### src/rtl/instr_fetch_stage_pkg.sv
// Shared definitions for the RV32I fetch stage: word size, bubble encoding,
// FSM state type and the IF/ID pipeline bundle.
package instr_fetch_stage_pkg;

  localparam int XLEN = 32;
  localparam logic [XLEN-1:0] NOP_INSTR = 32'h0000_0013;

  typedef enum logic {
    BOOT = 1'b0,
    RUN  = 1'b1
  } fsm_state_t;

  typedef struct packed {
    logic [XLEN-1:0] instr;
    logic [XLEN-1:0] pc;
    logic [XLEN-1:0] pc_plus4;
    logic            valid;
  } if_id_t;

endpackage

### src/rtl/instr_fetch_stage_if.sv
// Hazard/redirect inputs, memory address/data and IF/ID outputs of the fetch
// stage; master is the pipeline environment, slave is the fetch stage.
interface instr_fetch_stage_if #(
  parameter int CNT_W = 16
);
  import instr_fetch_stage_pkg::*;

  logic              stall_f;
  logic              stall_d;
  logic              flush_d;
  logic              pc_src_e;
  logic [XLEN-1:0]   pc_target_e;
  logic [XLEN-1:0]   instr_f;
  logic [XLEN-1:0]   pc_f;
  logic [XLEN-1:0]   instr_d;
  logic [XLEN-1:0]   pc_d;
  logic [XLEN-1:0]   pc_plus4_d;
  logic              valid_d;
  logic              misalign_o;
  logic [CNT_W-1:0]  fetch_count;
  logic [CNT_W-1:0]  redirect_count;
  fsm_state_t        state;

  // All signals are level-sampled at posedge clk; there is no valid/ready
  // handshake, the hazard unit controls flow purely through stall/flush.
  modport master (
    output stall_f, stall_d, flush_d, pc_src_e, pc_target_e, instr_f,
    input  pc_f, instr_d, pc_d, pc_plus4_d, valid_d, misalign_o,
           fetch_count, redirect_count, state
  );

  modport slave (
    input  stall_f, stall_d, flush_d, pc_src_e, pc_target_e, instr_f,
    output pc_f, instr_d, pc_d, pc_plus4_d, valid_d, misalign_o,
           fetch_count, redirect_count, state
  );

endinterface

### src/rtl/instr_fetch_stage_if_id_reg.sv
// IF/ID pipeline register: flush inserts a bubble and wins over stall.
module if_id_reg
  import instr_fetch_stage_pkg::*;
#(
  parameter logic [XLEN-1:0] BUBBLE = NOP_INSTR
) (
  input  logic            clk,
  input  logic            rst_n,
  input  logic            flush,
  input  logic            stall,
  input  logic [XLEN-1:0] instr_in,
  input  logic [XLEN-1:0] pc_in,
  output if_id_t          if_id
);

  always_ff @(posedge clk) begin
    if (!rst_n) begin
      if_id <= '{instr: BUBBLE, pc: '0, pc_plus4: '0, valid: 1'b0};
    end else if (flush) begin
      // A bubble still records the PC it displaced, which helps trace debug.
      if_id <= '{instr: BUBBLE, pc: pc_in, pc_plus4: pc_in + XLEN'(4), valid: 1'b0};
    end else if (!stall) begin
      if_id <= '{instr: instr_in, pc: pc_in, pc_plus4: pc_in + XLEN'(4), valid: 1'b1};
    end
  end

endmodule

### src/rtl/instr_fetch_stage.sv
// IF stage: PC register, BOOT/RUN sequencing, branch redirect and debug
// counters; the IF/ID register itself lives in if_id_reg.
module instr_fetch_stage #(
  parameter logic [31:0] RESET_PC  = 32'h0000_0000,
  parameter logic [31:0] NOP_INSTR = instr_fetch_stage_pkg::NOP_INSTR,
  parameter int          CNT_W     = 16
) (
  input  logic                   clk,
  input  logic                   rst_n,
  instr_fetch_stage_if.slave     bus
);
  import instr_fetch_stage_pkg::*;

  fsm_state_t       state;
  logic [XLEN-1:0]  pc;
  logic             misalign;
  logic [CNT_W-1:0] fetch_cnt;
  logic [CNT_W-1:0] redirect_cnt;
  if_id_t           if_id;
  logic             boot;

  assign boot = (state == BOOT);

  always_ff @(posedge clk) begin
    if (!rst_n) begin
      state        <= BOOT;
      pc           <= RESET_PC;
      misalign     <= 1'b0;
      fetch_cnt    <= '0;
      redirect_cnt <= '0;
    end else begin
      misalign <= 1'b0;
      if (state == BOOT) begin
        state <= RUN;
      end else begin
        // Redirect beats stall_f: the wrong-path fetch must be abandoned.
        if (bus.pc_src_e) begin
          pc           <= {bus.pc_target_e[XLEN-1:2], 2'b00};
          misalign     <= |bus.pc_target_e[1:0];
          redirect_cnt <= redirect_cnt + CNT_W'(1);
        end else if (!bus.stall_f) begin
          pc <= pc + XLEN'(4);
        end
        if (!bus.flush_d && !bus.stall_d) begin
          fetch_cnt <= fetch_cnt + CNT_W'(1);
        end
      end
    end
  end

  // BOOT behaves as a forced flush so ID starts from a bubble.
  if_id_reg #(
    .BUBBLE (NOP_INSTR)
  ) u_if_id_reg (
    .clk      (clk),
    .rst_n    (rst_n),
    .flush    (boot | bus.flush_d),
    .stall    (bus.stall_d),
    .instr_in (bus.instr_f),
    .pc_in    (pc),
    .if_id    (if_id)
  );

  assign bus.pc_f           = pc;
  assign bus.instr_d        = if_id.instr;
  assign bus.pc_d           = if_id.pc;
  assign bus.pc_plus4_d     = if_id.pc_plus4;
  assign bus.valid_d        = if_id.valid;
  assign bus.misalign_o     = misalign;
  assign bus.fetch_count    = fetch_cnt;
  assign bus.redirect_count = redirect_cnt;
  assign bus.state          = state;

endmodule

### src/flat_wrapper.sv
// flat-port wrapper written by rule: the top's interface ports become plain ports
module instr_fetch_stage_flat import instr_fetch_stage_pkg::*;
#(
  parameter logic [31:0] RESET_PC  = 32'h0000_0000,
  parameter logic [31:0] NOP_INSTR = instr_fetch_stage_pkg::NOP_INSTR,
  parameter int          CNT_W     = 16
)
  (clk, rst_n, bus_stall_f, bus_stall_d, bus_flush_d, bus_pc_src_e, bus_pc_target_e, bus_instr_f, bus_pc_f, bus_instr_d, bus_pc_d, bus_pc_plus4_d, bus_valid_d, bus_misalign_o, bus_fetch_count, bus_redirect_count, bus_state);
  instr_fetch_stage_if #(.CNT_W(CNT_W)) bus_i ();
  input  logic clk;
  input  logic rst_n;
  input wire logic [$bits(bus_i.stall_f)-1:0] bus_stall_f;
  input wire logic [$bits(bus_i.stall_d)-1:0] bus_stall_d;
  input wire logic [$bits(bus_i.flush_d)-1:0] bus_flush_d;
  input wire logic [$bits(bus_i.pc_src_e)-1:0] bus_pc_src_e;
  input wire logic [$bits(bus_i.pc_target_e)-1:0] bus_pc_target_e;
  input wire logic [$bits(bus_i.instr_f)-1:0] bus_instr_f;
  output wire logic [$bits(bus_i.pc_f)-1:0] bus_pc_f;
  output wire logic [$bits(bus_i.instr_d)-1:0] bus_instr_d;
  output wire logic [$bits(bus_i.pc_d)-1:0] bus_pc_d;
  output wire logic [$bits(bus_i.pc_plus4_d)-1:0] bus_pc_plus4_d;
  output wire logic [$bits(bus_i.valid_d)-1:0] bus_valid_d;
  output wire logic [$bits(bus_i.misalign_o)-1:0] bus_misalign_o;
  output wire logic [$bits(bus_i.fetch_count)-1:0] bus_fetch_count;
  output wire logic [$bits(bus_i.redirect_count)-1:0] bus_redirect_count;
  output wire logic [$bits(bus_i.state)-1:0] bus_state;
  assign bus_i.stall_f = bus_stall_f;
  assign bus_i.stall_d = bus_stall_d;
  assign bus_i.flush_d = bus_flush_d;
  assign bus_i.pc_src_e = bus_pc_src_e;
  assign bus_i.pc_target_e = bus_pc_target_e;
  assign bus_i.instr_f = bus_instr_f;
  assign bus_pc_f = bus_i.pc_f;
  assign bus_instr_d = bus_i.instr_d;
  assign bus_pc_d = bus_i.pc_d;
  assign bus_pc_plus4_d = bus_i.pc_plus4_d;
  assign bus_valid_d = bus_i.valid_d;
  assign bus_misalign_o = bus_i.misalign_o;
  assign bus_fetch_count = bus_i.fetch_count;
  assign bus_redirect_count = bus_i.redirect_count;
  assign bus_state = bus_i.state;
  instr_fetch_stage #(.RESET_PC(RESET_PC), .NOP_INSTR(NOP_INSTR), .CNT_W(CNT_W)) u_core (.clk(clk), .rst_n(rst_n), .bus(bus_i));
endmodule
### config.mk
export PLATFORM = sky130hd
export DESIGN_NAME = instr_fetch_stage_flat
export DESIGN_NICKNAME = d
export VERILOG_FILES = /design/src/rtl/instr_fetch_stage_pkg.sv /design/src/rtl/instr_fetch_stage_if.sv /design/src/rtl/instr_fetch_stage_if_id_reg.sv /design/src/rtl/instr_fetch_stage.sv /design/src/flat_wrapper.sv
export SDC_FILE = /design/constraint.sdc
export NUM_CORES = 1
export LEC_CHECK = 0
export CAP_MARGIN = 20
export CORE_MARGIN = 2
export CORE_UTILIZATION = 35
export CTS_BUF_LIST = sky130_fd_sc_hd__clkbuf_8
export CTS_CLUSTER_DIAMETER = 100
export CTS_CLUSTER_SIZE = 28
export DETAILED_ROUTE_END_ITERATION = 12
export DONT_BUFFER_PORTS = 1
export GPL_ROUTABILITY_DRIVEN = 0
export MAX_ROUTING_LAYER = met4
export PLACE_DENSITY = 0.6
export SLEW_MARGIN = 30
export SYNTH_ARGS = -nofsm -noshare
export SYNTH_HDL_FRONTEND = slang
export SYNTH_SLANG_ARGS = --single-unit
### constraint.sdc
create_clock -name clk -period 2 [get_ports clk]
set_input_delay 0.2 -clock clk [delete_from_list [all_inputs] [get_ports clk]]
set_output_delay 0.2 -clock clk [all_outputs]
set_load 0.01 [all_outputs]
==> results of run 1 <==
-- logic make-up after synthesis --
family                     Yosys count  share of synthesized area
and+or+nand+nor                    364                     0.2509
AOI/OAI and AO/OA                  197                     0.1736
DFF                                158                     0.4338
buffers and inverters               97                    0.05439
muxes                               35                    0.04804
xor gates and xnor gates            28                    0.03363
adders and majority gates            3                   0.005148
other                                1                  0.0005143
-- routing by layer --
metal,routed length [µm],up-vias,track usage
li1,-,3359,-
met1,10630,3327,0.2870
met2,11450,319,0.3549
met3,2198,42,0.06748
met4,741,0,0.08476
met5,0,-,-
-- synthesized netlist by cell type (3+ instances only) --
cell	n
nand2_1	114
o21a_1	4
o31a_1	4
a21oi_1	58
nand2b_1	4
ha_1	3
xnor2_1	8
or4_1	21
and4_1	11
o21ai_0	41
nor2b_1	3
buf_1	11
clkbuf_1	60
a22oi_1	4
o211a_1	4
nor4_1	11
nand3_1	37
buf_2	10
buf_4	5
o311ai_0	4
nand4_1	24
dfxtp_1	158
nor2_1	75
xor2_1	20
o311a_1	3
o31ai_1	20
and2_1	7
mux2i_1	35
or3_1	20
o211ai_1	9
a311oi_1	6
a211oi_1	9
a31oi_1	14
and3_1	16
nor3_1	11
inv_1	9
-- worst paths after layout --
path	endpoint	cells past startpoint	slack, ps
setup / recovery	u_core.u_if_id_reg.if_id[27]	6	50
hold / removal	u_core.bus.pc_f[27]	3	20
setup reg to reg	u_core.u_if_id_reg.if_id[27]	6	50
hold reg to reg	u_core.u_if_id_reg.if_id[51]	2	500
-- tightest hold or removal path, cell delays in order --
cell	delay [ps]
and4_1	170
a31oi_1	40
o311ai_1	60
-- final cells by class --
| class | instances | share of cell area |
|---|---|---|
| clock buffer | 17 | 0.02557 |
| timing repair buffer | 156 | 0.1513 |
| tap | 270 | 0.03693 |
| sequential | 158 | 0.3468 |
| antenna | 1 | 0.0002735 |
| multi-input combinational | 629 | 0.4136 |
| clock inverter | 15 | 0.02147 |
| inverter | 10 | 0.004103 |
-- repair_timing --
item,CTS,global route
setup endpoints to repair,0,13
gates resized for setup,0,11
hold buffers,66,0
endpoints found under the hold margin,84,0
-- power groups by stage --
stage	Sequential [W]	Combinational (W)	Clock [W]
floorplan	0.00346	0.000408	0
global placement	0.00347	0.000569	0
detailed placement	0.00347	0.000576	0
CTS	0.00340	0.000731	0.00264
global route	0.00342	0.000804	0.00277
finish	0.00340	0.000738	0.00258
-- metrics by stage --
step	setup WS (ps)	setup TNS, ps	util	area [µm²]	power (W)
3_5_place_dp	3.863	0	0.3930	8003	0.004049
5_1_grt	-17.92	-24.16	0.4493	9149	0.006992
6_report	52.38	0	0.4493	9149	0.006723
2_1_floorplan	3.787	0	-	7337	0.003866
3_3_place_gp	48.58	0	0.3930	8003	0.004040
4_1_cts	5.492	0	0.4475	9114	0.006772
==> metrics.csv, run 1 <==
metric,value,unit
cap_violations,0,
antenna_found_initial,1,
max_stage_delay,500,ps
root_buffer,clkbuf_8,
yosysSeqAreaShare,0.4338,
io_buffer_count,0,
ys.flop_type,dfxtp_1,
hold_path.class,primary input to flop,
cts_inserted_buffers,17,
dpl.cell_count,1157,
layout-drive-gt1-share,0.1482,
area_delta_synth_final,25.46,%
crit_path_end_kind,flop,
crit_slowest_cell,or4_4,
regArea,3173,µm²
cts_tree,built,
critPathBufInv,1,
wl,25.02,mm
synth-seq-cells,158,
n_fill_cell,1995,
p_int,0.004665,W
gr-total-overflow,0,
max-slew-margin-rel,0.6071,
startpoint,u_core.bus.pc_f[2],
finalNetCount,1045,
finalCriticalPeriod,1948,ps
synth_edf_count,0,
clk_latency,480,ps
grt_pass1_wl,38.27,mm
die_width,148.3,µm
start_util,0.3581,
post-route-drc-count,0,
max_freq,513.4,MHz
status,completed,
final_cell_mix,"dfxtp_1 (154), nand2_1 (113), buf_4 (86)",
num_vias,7047,
fin_cells,1256,
path_class,flop to flop,
multi_input_area,3784,µm²
synth_area_leaders,"dfxtp_1 (43%), nand2_1 (5.9%), mux2i_1 (4.8%)",
crit_chain,"ha_4, nand4_1, or4_4, buf_6, or4_1, a31oi_1",
synth-async-reset-ratio,0,
h-tree-depth,4,
grt_max_degree,86,
grt_pass1_vias,6653,
switchingPower,0.002058,W
io-pin-count,233,
cts_setup_buffers,0,
grt.total_usage,0.2303,
p_per_area,734.9,nW/µm²
final_antenna_net_count,0,
report.final.setup_viol,0,
final_common_cell,dfxtp_1,
hold_start,rst_n,
pwr-share-clk,0.384,
synth_area,7292,µm²
r2r-start,u_core.bus.pc_f[2],
clock-sinks,158,
dieHeight,148.3,µm
rsz0062_at_grt,yes,
power.share.sequential,0.506,
hpwlAfterDp,16.93,mm
finalCritPeriodShare,0.9738,
synth_top_area_share,0.4338,
cp-start-kind,flop,
ir_worst_vdd,0.3921,mV
yosys.area.top_type,dfxtp_1,
wire_per_inst,19.92,µm
final_hold_viol_count,0,
dieArea,22000,µm²
rows,52,
cp.required,2410,ps
synthDistinctLibCells,59,
finClkSkew,20.47,ps
slew_violations,0,
hold_ws,21.62,ps
comb_power_share,0.110,
clockBufferDepth,2,
dr.pass1.iters,5,
max_slew.worst_pin.slew,588.7,ps
cp_max_fo,12,
crit_arrival,2360,ps
synth.avg_cell_area,8.258,µm²
sw_frac_of_total,0.3062,
p_leak,3.337,nW
crit_family,simple AND/OR/NAND/NOR gates,
largest_reg_flops,94,
drt_iter0_drc,534,
yosysWarnings,0,
vias_per_cell,5.611,
core,20360,µm²
synthCells,883,
clkTransAtPathRegs,110,ps
Power figures use the tool's default switching activity.
==> run 2, diff against run 1 <==
Settings changed: PLACE_DENSITY 0.6 to 0.58.
Clock period 2 ns to 2.2 ns, I/O delays scaled along.
==> metrics.csv, run 2 (synthesized netlist as in run 1, its figures left out) <==
metric,value,unit,change
h-tree-depth,4,,unchanged
final_hold_viol_count,0,,unchanged
fin_setup_tns,0,ps,unchanged
power.share.sequential,0.522,,was 0.506
final_common_cell,dfxtp_1,,unchanged
cp_max_fo,11,,was 12
cp-start-kind,flop,,unchanged
grt_pass1_vias,6582,,was 6653
finalCritPeriodShare,0.9463,,was 0.9738
startpoint,u_core.bus.pc_f[2],,unchanged
path_class,flop to flop,,unchanged
finClkSkew,14.15,ps,was 20.47 ps
layout-drive-gt1-share,0.1199,,was 0.1482
area_delta_synth_final,20.45,%,was 25.46%
max_slew.worst_pin.slew,980.1,ps,was 588.7 ps
status,completed,,unchanged
rsz0062_at_grt,no,,was yes
n_fill_cell,2036,,was 1995
p_per_area,676.2,nW/µm²,was 734.9 nW/µm²
grt_max_degree,86,,unchanged
cp.required,2570,ps,was 2410 ps
clk_latency,470,ps,was 480 ps
die_width,148.3,µm,unchanged
start_util,0.3581,,unchanged
root_buffer,clkbuf_8,,unchanged
dpl.cell_count,1136,,was 1157
hpwlAfterDp,16.81,mm,was 16.93 mm
max-slew-margin-rel,0.3445,,was 0.6071
wl,24.70,mm,was 25.02 mm
pwr-share-clk,0.374,,was 0.384
comb_power_share,0.105,,was 0.110
r2r-start,u_core.bus.pc_f[2],,unchanged
hold_start,bus_pc_target_e[20],,was rst_n
num_vias,6910,,was 7047
core,20360,µm²,unchanged
report.final.setup_viol,0,,unchanged
p_int,0.004095,W,was 0.004665 W
antenna_found_initial,2,,was 1
post-route-drc-count,0,,unchanged
io_buffer_count,0,,unchanged
clock-sinks,158,,unchanged
crit_arrival,2450,ps,was 2360 ps
drt_iter0_drc,463,,was 534
rows,52,,unchanged
wire_per_inst,20.20,µm,was 19.92 µm
multi_input_area,3742,µm²,was 3784 µm²
dieHeight,148.3,µm,unchanged
slew_violations,0,,unchanged
final_antenna_net_count,0,,unchanged
finalNetCount,1011,,was 1045
grt_pass1_wl,37.76,mm,was 38.27 mm
finalCriticalPeriod,2082,ps,was 1948 ps
crit_path_end_kind,flop,,unchanged
grt.total_usage,0.2260,,was 0.2303
clockBufferDepth,2,,unchanged
dr.pass1.iters,5,,unchanged
ir_worst_vdd,0.3821,mV,was 0.3921 mV
switchingPower,0.001844,W,was 0.002058 W
p_leak,3.160,nW,was 3.337 nW
fin_cells,1223,,was 1256
hold_path.class,primary input to flop,,unchanged
gr-total-overflow,0,,unchanged
largest_reg_flops,94,,unchanged
cts_tree,built,,unchanged
vias_per_cell,5.650,,was 5.611
clkTransAtPathRegs,100,ps,was 110 ps
cts_inserted_buffers,17,,unchanged
sw_frac_of_total,0.3105,,was 0.3062
cts_setup_buffers,0,,unchanged
io-pin-count,233,,unchanged
max_freq,480.3,MHz,was 513.4 MHz
final_cell_mix,"dfxtp_1 (158), nand2_1 (113), nor2_1 (75)",,"was dfxtp_1 (154), nand2_1 (113), buf_4 (86)"
regArea,3163,µm²,was 3173 µm²
dieArea,22000,µm²,unchanged
cap_violations,0,,unchanged
[run 2: critical path, stage by stage, from the launching register on]
cell and delay [ps]:
dfxtp_1 350, ha_1 190, buf_4 160, nand3_1 100, or3_1 490, o311a_1 400
o31a_1 280
[run 2: area by class of cell]
cell class	count	area share
Sequential cell	158	0.3601
Antenna cell	2	0.0005698
Multi-Input combinational cell	629	0.4261
Clock buffer	17	0.02664
Clock inverter	15	0.01937
Tap cell	270	0.03846
Inverter	10	0.004274
Timing Repair Buffer	122	0.1245
[run 2: worst paths after layout]
check | to | slack, ps | depth (start not counted)
max | u_core.bus.pc_f[24] | 120 | 6
min | u_core.bus.pc_f[20] | 30 | 2
max reg2reg | u_core.bus.pc_f[24] | 120 | 6
min reg2reg | u_core.u_if_id_reg.if_id[50] | 500 | 2
[run 2: what timing repair did]
item	4_1_cts	5_1_grt
gates resized for setup	0	1
hold buffers	53	0
endpoints found under the setup margin	0	6
endpoints found under the hold margin	80	0
[run 2: metrics by stage]
stage          total power [W]  area (µm²)  worst slack [ps]    util  hold slack [ps]
6_report              0.005940        8783             118.0  0.4313            30.61
5_1_grt               0.006193        8783            0.5107  0.4313            9.812
4_1_cts               0.005986        8775             46.41  0.4309            2.254
3_5_place_dp          0.003661        7820             80.88  0.3840            259.1
3_3_place_gp          0.003655        7820             117.8  0.3840            268.0
2_1_floorplan         0.003509        7296             19.08       -            247.7
[run 2: power by group through the flow]
| stage | Combinational, W | Sequential (W) | Clock, W |
|---|---|---|---|
| 2_1_floorplan | 0.000367 | 0.00314 | 0 |
| 3_3_place_gp | 0.000490 | 0.00316 | 0 |
| 3_5_place_dp | 0.000495 | 0.00317 | 0 |
| 4_1_cts | 0.000616 | 0.00310 | 0.00227 |
| 5_1_grt | 0.000679 | 0.00312 | 0.00240 |
| 6_report | 0.000621 | 0.00310 | 0.00222 |
[run 2: metal layers]
| layer | track usage | part of all wire |
|---|---|---|
| met1 | 0.2834 | 0.42 |
| met2 | 0.3394 | 0.46 |
| met3 | 0.07853 | 0.093 |
| met4 | 0.07810 | 0.024 |
| met5 | - | 0 |
==> run 3, diff against run 2 <==
Settings changed: CELL_PAD_IN_SITES_DETAIL_PLACEMENT set to 1, CELL_PAD_IN_SITES_GLOBAL_PLACEMENT set to 2, PLACE_DENSITY 0.58 to unset, PLACE_DENSITY_LB_ADDON set to 0.05.
==> metrics.csv, run 3 (synthesized netlist as in run 1, its figures left out) <==
metric,value,unit,change
status,completed,,unchanged
layout-drive-gt1-share,0.1178,,was 0.1199
area_delta_synth_final,19.56,%,was 20.45%
final_cell_mix,"dfxtp_1 (158), nand2_1 (113), nor2_1 (75)",,unchanged
largest_reg_flops,94,,unchanged
hold_ws,29.36,ps,was 30.61 ps
crit_path_end_kind,flop,,unchanged
core,20360,µm²,unchanged
rows,52,,unchanged
startpoint,u_core.bus.pc_f[3],,was u_core.bus.pc_f[2]
dieHeight,148.3,µm,unchanged
clockBufferDepth,2,,unchanged
hpwlAfterDp,18.74,mm,was 16.81 mm
dieArea,22000,µm²,unchanged
wl,27.26,mm,was 24.70 mm
ir_worst_vdd,0.3527,mV,was 0.3821 mV
post-route-drc-count,0,,unchanged
clock-sinks,158,,unchanged
finClkSkew,12.65,ps,was 14.15 ps
gr-total-overflow,0,,unchanged
max_freq,475.2,MHz,was 480.3 MHz
cp-start-kind,flop,,unchanged
vias_per_cell,5.773,,was 5.650
clk_latency,470,ps,about the same
final_common_cell,dfxtp_1,,unchanged
final_antenna_net_count,0,,unchanged
num_vias,7003,,was 6910
max_stage_delay,500,ps,was 490 ps
cp_max_fo,11,,unchanged
p_per_area,692.1,nW/µm²,was 676.2 nW/µm²
root_buffer,clkbuf_8,,unchanged
max_slew.worst_pin.slew,669.8,ps,was 980.1 ps
grt_max_degree,86,,unchanged
rsz0062_at_grt,no,,unchanged
p_leak,3.142,nW,was 3.160 nW
path_class,flop to flop,,unchanged
antenna_found_initial,2,,unchanged
crit_arrival,2460,ps,was 2450 ps
dr.pass1.iters,4,,was 5
grt_pass1_vias,7445,,was 6582
final_hold_viol_count,0,,unchanged
report.final.setup_viol,0,,unchanged
r2r_slack,100,ps,was 120 ps
cts_inserted_buffers,17,,unchanged
total_power,0.006034,W,was 0.005940 W
finalNetCount,1002,,was 1011
start_util,0.3581,,unchanged
crit_slowest_cell,or3_1,,unchanged
drt_iter0_drc,391,,was 463
clkTransAtPathRegs,90,ps,was 100 ps
r2r-start,u_core.bus.pc_f[3],,was u_core.bus.pc_f[2]
cap_violations,0,,unchanged
slew_violations,0,,unchanged
grt_pass1_wl,42.45,mm,was 37.76 mm
max-slew-margin-rel,0.5520,,was 0.3445
io-pin-count,233,,unchanged
cts_setup_buffers,0,,unchanged
final_util,0.4281,,was 0.4313
cp.required,2550,ps,was 2570 ps
wire_per_inst,22.47,µm,was 20.20 µm
r2r-end,u_core.bus.pc_f[24],,unchanged
crit_chain,"ha_1, buf_4, nand3_1, or3_1, o311a_1, o31a_1",,unchanged
die_width,148.3,µm,unchanged
finalCritPeriodShare,0.9566,,was 0.9463
fin_setup_tns,0,ps,unchanged
hold_path.class,primary input to flop,,unchanged
finalCriticalPeriod,2104,ps,was 2082 ps
reg2reg_depth,6,,unchanged
io_buffer_count,0,,unchanged
h-tree-depth,4,,unchanged
cts_tree,built,,unchanged
crit_end,u_core.bus.pc_f[24],,unchanged
grt.total_usage,0.2545,,was 0.2260
[run 3: changes by cell type in the layout (fill, tap and decap cells not counted), moves of 3 or more]
cell	before	now
inv_6	0	7
dlygate4sd3_1	51	45
clkinv_8	3	0
buf_4	67	63
inv_8	7	3
clkinv_4	4	0
[run 3: routing by layer]
| metal | share of wire | wire (µm) | track usage | vias up |
|---|---|---|---|---|
| li1 | - | - | - | 3269 |
| met1 | 0.42 | 11350 | 0.3054 | 3448 |
| met2 | 0.48 | 13130 | 0.4111 | 245 |
| met3 | 0.077 | 2086 | 0.06748 | 41 |
| met4 | 0.025 | 690 | 0.09571 | 0 |
| met5 | 0 | 0 | - | - |
[run 3: worst min path at each step]
stage | from | end | slack [ps] | cells past startpoint
final | bus_pc_target_e[8] | u_core.bus.pc_f[8] | 30 | 2
after global routing | rst_n | u_core.bus.state | 20 | 1
after CTS | bus_pc_src_e | u_core.bus.pc_f[21] | 4 | 2
after detailed placement | rst_n | u_core.bus.state | 260 | 0
after global placement | rst_n | u_core.bus.state | 260 | 0
after floorplan | rst_n | u_core.bus.state | 250 | 0
[run 3: report_power, final]
part	total, W	switching (W)	internal (W)
logic	0.000631	0.000363	0.000268
registers	0.00310	0.000136	0.00296
clock network	0.00231	0.00125	0.00105
total	0.00603	0.00175	0.00428
[run 3: metrics by stage]
stage	setup WS [ps]	cell area (µm²)	std cells
floorplan	19.08	7296	884
global placement	159.6	7811	1133
detailed placement	113.6	7811	1133
CTS	110.9	8716	1212
global route	0.1792	8718	1213
finish	95.55	8718	1213
[run 3: final cells by class]
class | instances | area (µm²)
sequential | 158 | 3163
multi-input combinational | 629 | 3740
timing repair buffer | 113 | 1031
antenna | 1 | 2.502
clock inverter | 15 | 172.7
inverter | 10 | 37.54
tap | 270 | 337.8
clock buffer | 17 | 234.0
fill | 2396 | 11650
[run 3: critical path: cells and delay by family, from the launching register on]
kind	cells	cell delay, ps
compound gates	2	700
fa+ha+maj	1	170
buf+inv	1	150
flops	1	350
simple gates	2	620
[run 3: timing repair]
item | CTS | global route
hold buffers | 47 | 0
endpoints found under the hold margin | 79 | 0
gates resized for setup | 0 | 0
endpoints found under the setup margin | 0 | 0
